**src/rtl/pcd8544_pkg.sv**
```systemverilog
// Shared definitions for the PCD8544 serial receiver: opcode masks, display modes and
// the controller register file layout.
package pcd8544_pkg;

   localparam int unsigned COLS_DEF = 84;
   localparam int unsigned ROWS_DEF = 6;

   localparam logic [7:0] FUNC_SET_MASK  = 8'hF8;
   localparam logic [7:0] FUNC_SET_VAL   = 8'h20;
   localparam logic [7:0] DISP_CTRL_MASK = 8'hFA;
   localparam logic [7:0] DISP_CTRL_VAL  = 8'h08;
   localparam logic [7:0] SET_Y_MASK     = 8'hF8;
   localparam logic [7:0] SET_Y_VAL      = 8'h40;
   localparam logic [7:0] SET_X_MASK     = 8'h80;
   localparam logic [7:0] SET_X_VAL      = 8'h80;
   localparam logic [7:0] TEMP_CTRL_MASK = 8'hFC;
   localparam logic [7:0] TEMP_CTRL_VAL  = 8'h04;
   localparam logic [7:0] BIAS_MASK      = 8'hF8;
   localparam logic [7:0] BIAS_VAL       = 8'h10;
   localparam logic [7:0] VOP_MASK       = 8'h80;
   localparam logic [7:0] VOP_VAL        = 8'h80;

   localparam logic [1:0] DISP_BLANK   = 2'b00;
   localparam logic [1:0] DISP_NORMAL  = 2'b10;
   localparam logic [1:0] DISP_ALL_ON  = 2'b01;
   localparam logic [1:0] DISP_INVERSE = 2'b11;

   typedef enum logic [1:0] {
      StIdle,
      StShift,
      StDecode
   } rx_state_e;

   typedef struct packed {
      logic       power_down;
      logic       v_addr;
      logic       ext_instr;
      logic [1:0] disp_mode;
      logic [6:0] vop;
      logic [2:0] bias;
      logic [1:0] tc;
      logic [6:0] x;
      logic [2:0] y;
   } ctrl_regs_t;

   localparam ctrl_regs_t CTRL_RESET = '{
      power_down: 1'b1,
      v_addr:     1'b0,
      ext_instr:  1'b0,
      disp_mode:  DISP_BLANK,
      vop:        7'd0,
      bias:       3'd0,
      tc:         2'd0,
      x:          7'd0,
      y:          3'd0
   };

   function automatic logic op_match(input logic [7:0] b, input logic [7:0] mask,
                                     input logic [7:0] val);
      return (b & mask) == val;
   endfunction

endpackage

```
**src/rtl/pcd8544_spi_rx_spi_byte_deserializer.sv**
```systemverilog
// Synchronises the serial link pins, detects sclk rising edges and assembles MSB-first bytes.
module spi_byte_deserializer #(
   parameter int unsigned SYNC_STAGES = 2
) (
   input  logic       i_clk,
   input  logic       i_rst_n,
   input  logic       i_sclk,
   input  logic       i_mosi,
   input  logic       i_sce,
   input  logic       i_dc,
   input  logic       i_lcd_rst,
   output logic       o_sce,
   output logic       o_lcd_rst_n,
   output logic       o_byte_stb,
   output logic [7:0] o_byte,
   output logic       o_dc
);

   logic [SYNC_STAGES-1:0] r_sclk_sync;
   logic [SYNC_STAGES-1:0] r_mosi_sync;
   logic [SYNC_STAGES-1:0] r_sce_sync;
   logic [SYNC_STAGES-1:0] r_dc_sync;
   logic [SYNC_STAGES-1:0] r_rst_sync;
   logic [6:0]             r_shift;
   logic [2:0]             r_cnt;

   logic w_rise;
   logic w_sce;
   logic w_lcd_rst_n;
   logic w_mosi;

   always_ff @(posedge i_clk or negedge i_rst_n) begin
      if (!i_rst_n) begin
         r_sclk_sync <= '0;
         r_mosi_sync <= '0;
         r_sce_sync  <= '1;
         r_dc_sync   <= '0;
         r_rst_sync  <= '0;
      end else begin
         r_sclk_sync <= {r_sclk_sync[SYNC_STAGES-2:0], i_sclk};
         r_mosi_sync <= {r_mosi_sync[SYNC_STAGES-2:0], i_mosi};
         r_sce_sync  <= {r_sce_sync[SYNC_STAGES-2:0], i_sce};
         r_dc_sync   <= {r_dc_sync[SYNC_STAGES-2:0], i_dc};
         r_rst_sync  <= {r_rst_sync[SYNC_STAGES-2:0], i_lcd_rst};
      end
   end

   // Newer stage high while the oldest is still low marks a rising edge.
   assign w_rise      = r_sclk_sync[SYNC_STAGES-2] & ~r_sclk_sync[SYNC_STAGES-1];
   assign w_sce       = r_sce_sync[SYNC_STAGES-1];
   assign w_lcd_rst_n = r_rst_sync[SYNC_STAGES-1];
   assign w_mosi      = r_mosi_sync[SYNC_STAGES-1];

   always_ff @(posedge i_clk or negedge i_rst_n) begin
      if (!i_rst_n) begin
         r_shift <= '0;
         r_cnt   <= '0;
      end else if (!w_lcd_rst_n || w_sce) begin
         r_shift <= '0;
         r_cnt   <= '0;
      end else if (w_rise) begin
         r_shift <= {r_shift[5:0], w_mosi};
         r_cnt   <= r_cnt + 3'd1;
      end
   end

   assign o_byte_stb  = w_rise & ~w_sce & w_lcd_rst_n & (r_cnt == 3'd7);
   assign o_byte      = {r_shift, w_mosi};
   assign o_dc        = r_dc_sync[SYNC_STAGES-1];
   assign o_sce       = w_sce;
   assign o_lcd_rst_n = w_lcd_rst_n;

endmodule

```
**src/rtl/pcd8544_spi_rx.sv**
```systemverilog
// PCD8544 device-side receiver: decodes serial bytes into controller registers and
// framebuffer writes.
module pcd8544_spi_rx
   import pcd8544_pkg::*;
#(
   parameter int unsigned COLS        = COLS_DEF,
   parameter int unsigned ROWS        = ROWS_DEF,
   parameter int unsigned SYNC_STAGES = 2,
   parameter int unsigned AW          = 9
) (
   input  logic          i_clk,
   input  logic          i_rst_n,
   input  logic          i_sclk,
   input  logic          i_mosi,
   input  logic          i_sce,
   input  logic          i_dc,
   input  logic          i_lcd_rst,
   output logic          o_wr_en,
   output logic [AW-1:0] o_wr_addr,
   output logic [7:0]    o_wr_data,
   output logic          o_byte_valid,
   output logic          o_power_down,
   output logic          o_v_addr,
   output logic          o_ext_instr,
   output logic [1:0]    o_disp_mode,
   output logic [6:0]    o_vop,
   output logic [2:0]    o_bias,
   output logic [1:0]    o_tc
);

   logic       w_sce;
   logic       w_lcd_rst_n;
   logic       w_stb;
   logic [7:0] w_byte;
   logic       w_dc;

   spi_byte_deserializer #(
      .SYNC_STAGES(SYNC_STAGES)
   ) u_deser (
      .i_clk      (i_clk),
      .i_rst_n    (i_rst_n),
      .i_sclk     (i_sclk),
      .i_mosi     (i_mosi),
      .i_sce      (i_sce),
      .i_dc       (i_dc),
      .i_lcd_rst  (i_lcd_rst),
      .o_sce      (w_sce),
      .o_lcd_rst_n(w_lcd_rst_n),
      .o_byte_stb (w_stb),
      .o_byte     (w_byte),
      .o_dc       (w_dc)
   );

   ctrl_regs_t    r_ctl;
   rx_state_e     r_state;
   logic          r_wr_en;
   logic [AW-1:0] r_wr_addr;
   logic [7:0]    r_wr_data;
   logic          r_bv;

   logic [AW-1:0] w_addr;
   logic          w_last_x;
   logic          w_last_y;

   assign w_addr   = AW'(r_ctl.y) * AW'(COLS) + AW'(r_ctl.x);
   assign w_last_x = (r_ctl.x == 7'(COLS - 1));
   assign w_last_y = (r_ctl.y == 3'(ROWS - 1));

   always_ff @(posedge i_clk or negedge i_rst_n) begin
      if (!i_rst_n) begin
         r_ctl     <= CTRL_RESET;
         r_state   <= StIdle;
         r_wr_en   <= 1'b0;
         r_wr_addr <= '0;
         r_wr_data <= '0;
         r_bv      <= 1'b0;
      end else if (!w_lcd_rst_n) begin
         r_ctl     <= CTRL_RESET;
         r_state   <= StIdle;
         r_wr_en   <= 1'b0;
         r_wr_addr <= '0;
         r_wr_data <= '0;
         r_bv      <= 1'b0;
      end else begin
         r_wr_en <= 1'b0;
         r_bv    <= 1'b0;

         case (r_state)
            StIdle:   r_state <= w_sce ? StIdle : StShift;
            StShift:  r_state <= w_sce ? StIdle : StShift;
            StDecode: r_state <= w_sce ? StIdle : StShift;
            default:  r_state <= StIdle;
         endcase

         if (w_stb) begin
            r_state <= StDecode;
            r_bv    <= 1'b1;
            if (w_dc) begin
               r_wr_en   <= 1'b1;
               r_wr_addr <= w_addr;
               r_wr_data <= w_byte;
               // The last cell wraps to (0,0) in both addressing modes.
               if (!r_ctl.v_addr) begin
                  if (w_last_x) begin
                     r_ctl.x <= '0;
                     r_ctl.y <= w_last_y ? 3'd0 : r_ctl.y + 3'd1;
                  end else begin
                     r_ctl.x <= r_ctl.x + 7'd1;
                  end
               end else begin
                  if (w_last_y) begin
                     r_ctl.y <= '0;
                     r_ctl.x <= w_last_x ? 7'd0 : r_ctl.x + 7'd1;
                  end else begin
                     r_ctl.y <= r_ctl.y + 3'd1;
                  end
               end
            end else if (w_byte == 8'h00) begin
               r_ctl <= r_ctl;
            end else if (op_match(w_byte, FUNC_SET_MASK, FUNC_SET_VAL)) begin
               r_ctl.power_down <= w_byte[2];
               r_ctl.v_addr     <= w_byte[1];
               r_ctl.ext_instr  <= w_byte[0];
            end else if (!r_ctl.ext_instr) begin
               if (op_match(w_byte, DISP_CTRL_MASK, DISP_CTRL_VAL)) begin
                  r_ctl.disp_mode <= {w_byte[2], w_byte[0]};
               end else if (op_match(w_byte, SET_Y_MASK, SET_Y_VAL)) begin
                  if (32'(w_byte[2:0]) < ROWS) r_ctl.y <= w_byte[2:0];
               end else if (op_match(w_byte, SET_X_MASK, SET_X_VAL)) begin
                  if (32'(w_byte[6:0]) < COLS) r_ctl.x <= w_byte[6:0];
               end
            end else begin
               if (op_match(w_byte, TEMP_CTRL_MASK, TEMP_CTRL_VAL)) begin
                  r_ctl.tc <= w_byte[1:0];
               end else if (op_match(w_byte, BIAS_MASK, BIAS_VAL)) begin
                  r_ctl.bias <= w_byte[2:0];
               end else if (op_match(w_byte, VOP_MASK, VOP_VAL)) begin
                  r_ctl.vop <= w_byte[6:0];
               end
            end
         end
      end
   end

   assign o_wr_en      = r_wr_en;
   assign o_wr_addr    = r_wr_addr;
   assign o_wr_data    = r_wr_data;
   assign o_byte_valid = r_bv;
   assign o_power_down = r_ctl.power_down;
   assign o_v_addr     = r_ctl.v_addr;
   assign o_ext_instr  = r_ctl.ext_instr;
   assign o_disp_mode  = r_ctl.disp_mode;
   assign o_vop        = r_ctl.vop;
   assign o_bias       = r_ctl.bias;
   assign o_tc         = r_ctl.tc;

endmodule

```
**config.mk**
```make
export PLATFORM = sky130hd
export DESIGN_NAME = pcd8544_spi_rx
export DESIGN_NICKNAME = d
export VERILOG_FILES = /design/src/rtl/pcd8544_pkg.sv /design/src/rtl/pcd8544_spi_rx_spi_byte_deserializer.sv /design/src/rtl/pcd8544_spi_rx.sv
export SDC_FILE = /design/constraint.sdc
export NUM_CORES = 1
export LEC_CHECK = 0
export BUFFER_PORTS_ARGS = -buffer_cell sky130_fd_sc_hd__clkbuf_2
export CAP_MARGIN = 30
export CORE_ASPECT_RATIO = 0.8
export CORE_MARGIN = 8
export CORE_UTILIZATION = 55
export CTS_CLUSTER_DIAMETER = 40
export DETAILED_ROUTE_END_ITERATION = 8
export PLACE_DENSITY = 0.79
export SYNTH_ARGS = -nofsm -noshare
export SYNTH_HDL_FRONTEND = slang
export SYNTH_SLANG_ARGS = --single-unit
```
**constraint.sdc**
```tcl
create_clock -name i_clk -period 2.4 [get_ports i_clk]
set_clock_uncertainty 0.1 [all_clocks]
set_input_delay 0 -clock i_clk [delete_from_list [all_inputs] [get_ports i_clk]]
set_output_delay 0 -clock i_clk [all_outputs]
set_load 0.05 [all_outputs]
```
==> impl_metrics.yaml, run 1 <==
status:
  status: "finished clean"
routing:
  postRouteAntennaNets: 0
  drtPass1Iterations: 4
  vias_per_cell: 5.832
  vias: 2671
  drc: 0
  drt-initial-drc-count: 178
  wirelength_mm: 7.857
  avgRoutedWirePerCell_um: 17.16
synth:
  synth_simple_gate_area_share: 0.1700
  ys_types: 61
  yosys-top-cells-count: "dfrtp_1, nand2_1, a22o_1, nand3_1"
  synth_top_area_share: 0.4615
  syn_area_per_cell_sq_um: 10.35
  muxShareOfSynthArea: 0.02747
  synth_nets: 350
  synth_ff_type: "dfrtp_1"
  synth_top_area_cell: "dfrtp_1"
  async_flop_share: 1.000
  ys_top_cells_by_area: "dfrtp_1, a22o_1, ha_1"
  synthCells: 330
  ys_seq_area_frac: 0.4846
  synth_warnings: 0
  synth_xor_area_frac: 0.02051
  synth-compound-area-share: 0.1773
  synth_area_sq_um: 3416
  yosysMostFrequentCell: "dfrtp_1"
  synth_top_family_by_area: "compound AO/OA/AOI/OAI gates"
  synthAdderAreaFrac: 0.04982
  synth-edff-count: 0
  synth-seq-cells: 66
clock_network:
  clock_latency_ps: 340
  htreeDepth: 3
  cts_tree: "yes"
  cts_root_buf: "clkbuf_8"
  cts_buffers: 9
  cts_sinks: 66
  clock_path_buffers: 2
  cts_resized: 0
  cts.clk_slew.worst_paths_ps: 70
timing:
  slew_violations: 0
  fmax_ghz: 0.4479
  rsz0062_at_grt: "false"
  setup_viol: 0
  layout_worst_path_cycle_share: 0.9303
  tightest_slew_ps: 808.1
  timing.setup.tns_ps: 0
  whs_ps: 191.4
  timing.final.ws_setup_ps: 167.2
  maxSlewHeadroom: 0.4613
  hold_viol: 0
  min_period_ps: 2233
die:
  core_area_sq_um: 5943
  ios: 43
  start_util: 0.5747
  die_x_um: 104.1
  rows: 25
  dieArea_sq_um: 9004
  fp.dieH_um: 86.49
global_routing:
  antenna_found_initial: 0
  gr-total-overflow: 0
  grt_max_degree: 67
  first_global_vias: 2551
  grt_usage: 0.1815
  grt_pass1_wl_mm: 13.17
pwr:
  leakage_uw: 0.001890
  power.density_nw_per_um2: 597.7
  vdd_drop_max_mv: 0.4125
  totalPowerFinal_uw: 2349
final_layout:
  layout.cells.non_filler: 458
  syn2layout_area_growth_pct: 15.05
  nFillCells: 483
  n_antenna_cell: 0
  drive_above_1_share: 0.2308
  nets: 392
  regArea_sq_um: 1655
  multi_input_area_sq_um: 1520
flow_run:
  maxCapViolations: 0
setup_path:
  crit_required_ps: 2530
  rr_worst_depth: 9
  worstPathCellList: "ha_1 -> ha_1 -> ha_1 -> ha_1 -> o21ai_0 -> a21oi_1 -> o21bai_1 -> xnor2_1 -> o21ai_1"
  cpMostUsedCell: "ha_1"
  cp.arrival_ps: 2360
  slowest_stage: "dfrtp_1"
  rrSetupSlack_ps: 170
  cp-start-kind: "flip-flop"
  critical-path-max-stage-delay_ps: 380
  r2r_start: "r_ctl[0]$_DFFE_PN0P_"
  end_kind: "flip-flop"
  r2r-end: "o_wr_addr[8]$_DFFE_PN0P_"
  cp_max_fo: 4
  path_class: "flip-flop to flip-flop"
hold_path:
  hold_depth: 2
  whs_endpoint: "u_deser.r_sce_sync[0]$_DFF_PN1_"
  hold_class: "input pin to flip-flop"
  worstHoldStart: "i_sce"
placed_design:
  dp_cells: 436
  dp_hpwl_mm: 5.473
  gp_congestion: 0.8722
  port_buffers: 42
  post-place-ws_ps: 187.6
[worst max-delay path by stage]
stage	startpoint	end	depth (start not counted)
6_report	r_ctl[0]$_DFFE_PN0P_	o_wr_addr[8]$_DFFE_PN0P_	9
5_1_grt	r_ctl[0]$_DFFE_PN0P_	o_wr_addr[8]$_DFFE_PN0P_	9
4_1_cts	r_ctl[0]$_DFFE_PN0P_	o_wr_addr[8]$_DFFE_PN0P_	9
3_5_place_dp	r_ctl[0]$_DFFE_PN0P_	o_wr_addr[8]$_DFFE_PN0P_	9
3_3_place_gp	r_ctl[0]$_DFFE_PN0P_	o_wr_addr[8]$_DFFE_PN0P_	9
2_1_floorplan	r_ctl[2]$_DFFE_PN0P_	o_wr_addr[8]$_DFFE_PN0P_	9
[through the flow]
stage	util	area, sq um
2_1_floorplan	-	3416
3_3_place_gp	0.6145	3652
3_5_place_dp	0.6145	3652
4_1_cts	0.6613	3930
5_1_grt	0.6613	3930
6_report	0.6613	3930
[metal layers]
layer | track usage | up-vias | part of all wire
met4 | 0.05898 | 0 | 0.014
met2 | 0.2692 | 93 | 0.45
li1 | - | 1246 | -
met5 | 0 | - | 0
met3 | 0.05560 | 12 | 0.073
met1 | 0.2472 | 1320 | 0.47
[worst max-delay path, delay by kind of cell, from the launching register on]
| family | cells | cell delay, ps |
|---|---|---|
| xor gates and xnor gates | 1 | 160 |
| AOI/OAI and AO/OA | 4 | 470 |
| DFF | 1 | 380 |
| adders and majority gates | 4 | 1010 |
[cells by family after synthesis]
logic type               count (synthesis)
AO/OA/AOI/OAI                           80
XOR/XNOR                                 8
adder cells (fa/ha/maj)                 13
buffers and inverters                   45
flip-flops                              66
multiplexers                             9
AND/OR/NAND/NOR                        109
[power breakdown]
part | internal (uW) | leakage, uW | total, uW | switching (uW)
Sequential | 1130 | 0.000889 | 1160 | 23.8
Combinational | 63.4 | 0.000894 | 167 | 103
Clock | 588 | 0.000107 | 1020 | 435
Total | 1790 | 0.00189 | 2350 | 562
[cell type report]
type	count	area share
clock buffers	10	0.03247
clock inverters	6	0.02292
multi-input cells	219	0.3868
inverters	12	0.01146
flip-flops and latches	66	0.4212
well taps	81	0.02579
repair buffers	64	0.09933
[flip-flops by register name, summed over array words and instances (netlist names), 3 cells and up]
register and count:
o_vop 7, o_wr_data 8, r_ctl 10, o_wr_addr 9
u_deser.r_cnt 3, u_deser.r_shift 7, o_bias 3
[cell usage in the layout (no fill, tap or decap), types with 10 or more instances in the layout]
cell and count:
buf_4 16, nand2_1 39, nand3_1 18, nor2_1 10
inv_1 11, o21ai_1 11, clkbuf_2 42, a22o_1 18
ha_1 12, dfrtp_1 63
[timing repair]
action | CTS | global route
hold endpoints to repair | 68 | 0
setup endpoints to repair | 0 | 0
hold buffers | 6 | 0
setup buffers | 0 | 0
Power figures use the tool's default switching activity.
==> run 2: changes to the inputs <==
==> constraint.sdc (replaced) <==
create_clock -name i_clk -period 2.4 [get_ports i_clk]
set_clock_uncertainty 0.1 [all_clocks]
set_input_delay 0.24 -clock i_clk [delete_from_list [all_inputs] [get_ports i_clk]]
set_output_delay 0.24 -clock i_clk [all_outputs]
set_load 0.05 [all_outputs]
==> run 2 against run 1 <==
Compared with the run above: total power down 3.6%; maximum frequency is 1.4% higher; clock power shrank 8%; sequential share of layout area is 0.067 points higher; worst hold slack improved by 59 ps; die area unchanged; core utilization decreased by 0.11 points; sequential power hardly changed; combinational power rose by 2%; critical path type unchanged; highest routed layer unchanged.
==> impl_metrics.yaml, run 2 (synthesized netlist as in run 1, its figures left out) <==
status:
  status: "finished clean"
placed_design:
  place_area_sq_um: 3665
  gp_congestion: 0.8926
  dp_hpwl_mm: 5.529
  port_buffers: 42
  dp_cells: 436
final_layout:
  nets: 392
  largest_register: "r_ctl"
  layout.cells.non_filler: 458
  postLayoutCellArea_sq_um: 3924
  nFillCells: 470
  final_common_cell: "dfrtp_1"
  drive_above_1_share: 0.2334
  layout_common_cells: "dfrtp_1, clkbuf_2, nand2_1"
  utilization: 0.6602
  largest_register_ffs: 10
  syn2layout_area_growth_pct: 14.87
  n_antenna_cell: 0
routing:
  drc: 0
  vias_per_cell: 5.812
  postRouteAntennaNets: 0
  drtPass1Iterations: 5
  vias: 2662
  drt-initial-drc-count: 210
  avgRoutedWirePerCell_um: 16.85
  wirelength_mm: 7.717
global_routing:
  grt_usage: 0.1815
  first_global_vias: 2510
  antenna_found_initial: 0
  grt_max_degree: 43
  gr-total-overflow: 0
  grt_pass1_wl_mm: 13.05
timing:
  layout_worst_path_cycle_share: 0.9178
  fmax_ghz: 0.4540
  min_period_ps: 2203
  tightest_slew_ps: 635.4
  maxSlewHeadroom: 0.5764
  rsz0062_at_grt: "false"
  slew_violations: 0
  setup_viol: 0
  hold_viol: 0
  timing.setup.tns_ps: 0
die:
  ios: 43
  fp.dieH_um: 86.49
  dieArea_sq_um: 9004
  core_area_sq_um: 5943
  die_x_um: 104.1
  rows: 25
  start_util: 0.5747
clock_network:
  cts.clk_slew.worst_paths_ps: 80
  clock_latency_ps: 350
  cts_hold_buffers: 6
  htreeDepth: 3
  cts_root_buf: "clkbuf_8"
  cts_buffers: 9
  clock_path_buffers: 2
  cts_resized: 0
  cts_sinks: 66
  cts_tree: "yes"
  post_cts_buffers: 0
setup_path:
  critical-path-max-stage-delay_ps: 390
  cp_max_fo: 4
  cp.arrival_ps: 2350
  end_kind: "flip-flop"
  path_class: "flip-flop to flip-flop"
  cpMostUsedCell: "ha_1"
  cp-start-kind: "flip-flop"
  crit_buf_inv: 0
  worstPathCellList: "ha_1 -> ha_1 -> ha_1 -> ha_1 -> o21ai_0 -> a21oi_1 -> o21bai_1 -> xnor2_1 -> o21ai_1"
  crit_required_ps: 2540
  cpLargestDelayFamily: "adder cells"
  slowest_stage: "dfrtp_1"
  rrSetupSlack_ps: 200
flow_run:
  maxCapViolations: 0
pwr:
  power.density_nw_per_um2: 577.3
  vdd_drop_max_mv: 0.3923
  leakage_uw: 0.001891
hold_path:
  hold_class: "flip-flop to flip-flop"
run 2: changes by cell type in the layout (fill, tap and decap cells not counted), sizes merged:
cell / delta
clkinv: +2
bufinv: -1
clkinvlp: -1
inv: +1
clkbuf: -1
run 2: where the power goes:
part / internal [uW] / switching, uW / leakage, uW
clock: 486 / 450 / 0.000104
sequential: 1130 / 23.6 / 0.000889
combinational: 65.9 / 105 / 0.000898
run 2: final timing paths:
path / startpoint / endpoint / cells after the start
worst max-delay path: r_ctl[0]$_DFFE_PN0P_ / o_wr_addr[8]$_DFFE_PN0P_ / 9
worst min-delay path: u_deser.r_dc_sync[0]$_DFF_PN0_ / u_deser.r_dc_sync[1]$_DFF_PN0_ / 0
worst max register to register: r_ctl[0]$_DFFE_PN0P_ / o_wr_addr[8]$_DFFE_PN0P_ / 9
worst min register to register: u_deser.r_dc_sync[0]$_DFF_PN0_ / u_deser.r_dc_sync[1]$_DFF_PN0_ / 0
max in group asynchronous: i_rst_n / o_power_down$_DFFE_PN1P_ / 3
min in group asynchronous: i_rst_n / o_disp_mode[1]$_DFFE_PN0P_ / 2
run 2: area by class of cell:
type                       instances  area (sq um)  share of cell area
sequential                        66          1655              0.4219
multi-input combinational        219          1520              0.3874
timing repair buffer              64         402.9              0.1027
clock buffer                       9         123.9             0.03157
tap                               81         101.3             0.02583
clock inverter                     7         75.07             0.01913
inverter                          12         45.04             0.01148
run 2: through the flow:
stage,setup slack (ps),total power [uW],hold slack (ps)
floorplan,258.2,1274,-155.6
global route,27.19,2346,256.5
global placement,271.2,1336,186.3
CTS,196.3,2283,249.2
detailed placement,197.0,1342,201.0
finish,197.3,2265,250.3
run 2: routing by layer:
metal,track usage,vias to the layer above,part of all wire
li1,-,1249,-
met3,0.05930,9,0.085
met1,0.2494,1299,0.46
met2,0.2564,105,0.44
met4,0.07471,0,0.012
met5,0,-,0
==> run 3: changes to the inputs <==
--- a/config.mk
+++ b/config.mk
@@ -6,4 +6,5 @@
 export NUM_CORES = 1
 export LEC_CHECK = 0
+export ABC_AREA = 1
 export BUFFER_PORTS_ARGS = -buffer_cell sky130_fd_sc_hd__clkbuf_2
 export CAP_MARGIN = 30
==> constraint.sdc (replaced) <==
create_clock -name i_clk -period 2.4 [get_ports i_clk]
set_clock_uncertainty 0.1 [all_clocks]
set_input_delay 0.12 -clock i_clk [delete_from_list [all_inputs] [get_ports i_clk]]
set_output_delay 0.12 -clock i_clk [all_outputs]
set_load 0.05 [all_outputs]
==> run 3 against run 2 <==
Compared with the run above: worst setup slack got worse by 20 ps; core utilization decreased by 0.89 points; via count increased by 7.7%; critical endpoint unchanged.
==> impl_metrics.yaml, run 3 <==
setup_path:
  rrSetupSlack_ps: 180
  rr_worst_depth: 10
  path_class: "flip-flop to flip-flop"
  end_kind: "flip-flop"
  crit_path_start: "r_ctl[2]$_DFFE_PN0P_"
  crit_buf_inv: 0
  crit_required_ps: 2540
  slowest_stage: "dfrtp_1"
  cpMostUsedCell: "nand2_1"
  critical-path-max-stage-delay_ps: 440
  worstPathCellList: "ha_1 -> ha_1 -> ha_1 -> or2_2 -> nand3_1 -> nand2_1 -> nand2_1 -> nand2_1 -> nand3_1 -> nand2_1"
  cp-start-kind: "flip-flop"
  r2r-end: "o_wr_addr[8]$_DFFE_PN0P_"
  cp.arrival_ps: 2360
  cpLargestDelayFamily: "adder cells"
  cp_max_fo: 6
  r2r_start: "r_ctl[2]$_DFFE_PN0P_"
final_layout:
  largest_register_ffs: 10
  n_antenna_cell: 0
  layout_common_cells: "nand2_1, dfrtp_1, clkbuf_2"
  multi_input_area_sq_um: 1444
  nets: 480
  drive_above_1_share: 0.1806
  syn2layout_area_growth_pct: 13.50
  postLayoutCellArea_sq_um: 3891
  nFillCells: 511
  utilization: 0.6513
  regArea_sq_um: 1655
  final_common_cell: "nand2_1"
  largest_register: "r_ctl"
die:
  fp.dieH_um: 86.62
  dieArea_sq_um: 9031
  start_util: 0.5738
  die_x_um: 104.3
  core_area_sq_um: 5974
  rows: 25
  ios: 43
global_routing:
  grt_pass1_wl_mm: 13.18
  gr-total-overflow: 0
  grt_usage: 0.1803
  antenna_found_initial: 0
  grt_max_degree: 36
  first_global_vias: 2758
routing:
  drtPass1Iterations: 5
  vias_per_cell: 5.253
  postRouteAntennaNets: 0
  drt-initial-drc-count: 246
  avgRoutedWirePerCell_um: 13.87
  vias: 2868
  wirelength_mm: 7.571
  drc: 0
synth:
  synth_ff_type: "dfrtp_1"
  synth_top_area_cell: "dfrtp_1"
  synth_area_sq_um: 3428
  synth_top_area_share: 0.4599
  syn_area_per_cell_sq_um: 8.202
  async_flop_share: 1.000
  yosysMostFrequentCell: "nand2_1"
  ys_top_cells_by_area: "dfrtp_1, nand2_1, nand3_1"
  synth-seq-cells: 66
  synthCells: 418
  synth_nets: 438
  synth-edff-count: 0
  ys_types: 31
  synth_warnings: 0
  ys_seq_area_frac: 0.4828
  yosys-top-cells-count: "nand2_1, dfrtp_1, inv_1, nand3_1, nor2_1"
placed_design:
  gp_congestion: 0.9246
  port_buffers: 42
  dp_hpwl_mm: 5.676
  place_area_sq_um: 3617
timing:
  min_period_ps: 2223
  hold_viol: 0
  fmax_ghz: 0.4499
  setup_viol: 0
  rsz0062_at_grt: "false"
  maxSlewHeadroom: 0.4124
  slew_violations: 0
  timing.setup.tns_ps: 0
  tightest_slew_ps: 881.5
  layout_worst_path_cycle_share: 0.9262
pwr:
  leakage_uw: 0.002141
  vdd_drop_max_mv: 0.4579
  power.density_nw_per_um2: 656.4
clock_network:
  htreeDepth: 3
  clock_path_buffers: 2
  cts_root_buf: "clkbuf_8"
  cts_buffers: 9
  clock_latency_ps: 350
  cts.clk_slew.worst_paths_ps: 70
  cts_tree: "yes"
  post_cts_buffers: 0
  cts_sinks: 66
hold_path:
  whs_endpoint: "u_deser.r_mosi_sync[1]$_DFF_PN0_"
  hold_depth: 0
  worstHoldStart: "u_deser.r_mosi_sync[0]$_DFF_PN0_"
  hold_class: "flip-flop to flip-flop"
flow_run:
  maxCapViolations: 0
status:
  status: "finished clean"
## run 3: cell count changes after synthesis, sizes merged, moves of 7 or more
cell and delta:
inv +29, a22o -18, nor2 +21, clkbuf -14, o21ai +12, a21boi -8
nor2b -9, xnor2 -7, nand2 +109, o22ai +9, nand3 +19
## run 3: cells by family after synthesis
logic type / count (synthesis) / synth area share
flops: 66 / 0.4828
compound gates: 50 / 0.08723
xor+xnor: 5 / 0.01277
buf+inv: 63 / 0.09598
simple gates: 221 / 0.2715
fa+ha+maj: 13 / 0.04963
## run 3: cell type report
type,count,area share
repair buffers,53,0.08232
well taps,81,0.02604
flip-flops and latches,66,0.4254
clock buffers,12,0.04244
inverters,41,0.04019
multi-input cells,289,0.3711
clock inverters,4,0.01254
## run 3: worst max-delay path by stage
stage | slack, ps | cells after the start | to
finish | 180 | 10 | o_wr_addr[8]$_DFFE_PN0P_
global route | 80 | 10 | o_wr_addr[8]$_DFFE_PN0P_
CTS | 180 | 10 | o_wr_addr[8]$_DFFE_PN0P_
detailed placement | 200 | 10 | o_wr_addr[8]$_DFFE_PN0P_
global placement | 270 | 10 | o_wr_addr[8]$_DFFE_PN0P_
floorplan | 280 | 10 | o_wr_addr[8]$_DFFE_PN0P_
## run 3: worst register-to-register path: cells and delay by family, from the launching register on
family / cells / cell delay, ps
AND/OR/NAND/NOR: 7 / 700
adder cells (fa/ha/maj): 3 / 890
flip-flops: 1 / 440
## run 3: per-layer routing
layer  GRT usage  routed length [um]  vias up
met5           0                   0        -
met4     0.08519                 161        0
met3     0.06597                 687       15
met2      0.2652                3266      122
met1      0.2306                3456     1323
li1            -                   -     1408
## run 3: power breakdown
part	total (uW)	internal, uW	switching (uW)
logic	371	111	260
registers	1210	1170	47.1
clock network	970	562	408
## run 3: what timing repair did
item	CTS	global route
hold endpoints to repair	35	0
hold buffers	6	0
gates resized for setup	0	0
## run 3: stage by stage
stage               hold slack [ps]  setup slack (ps)  power (uW)  instances
detailed placement            109.3             202.8        1591        524
global route                  263.1             81.38        2668        546
CTS                           252.9             184.4        2588        546
global placement              107.7             267.1        1580        524
floorplan                    -275.6             276.5        1503        418
finish                        251.2             177.1        2554        546
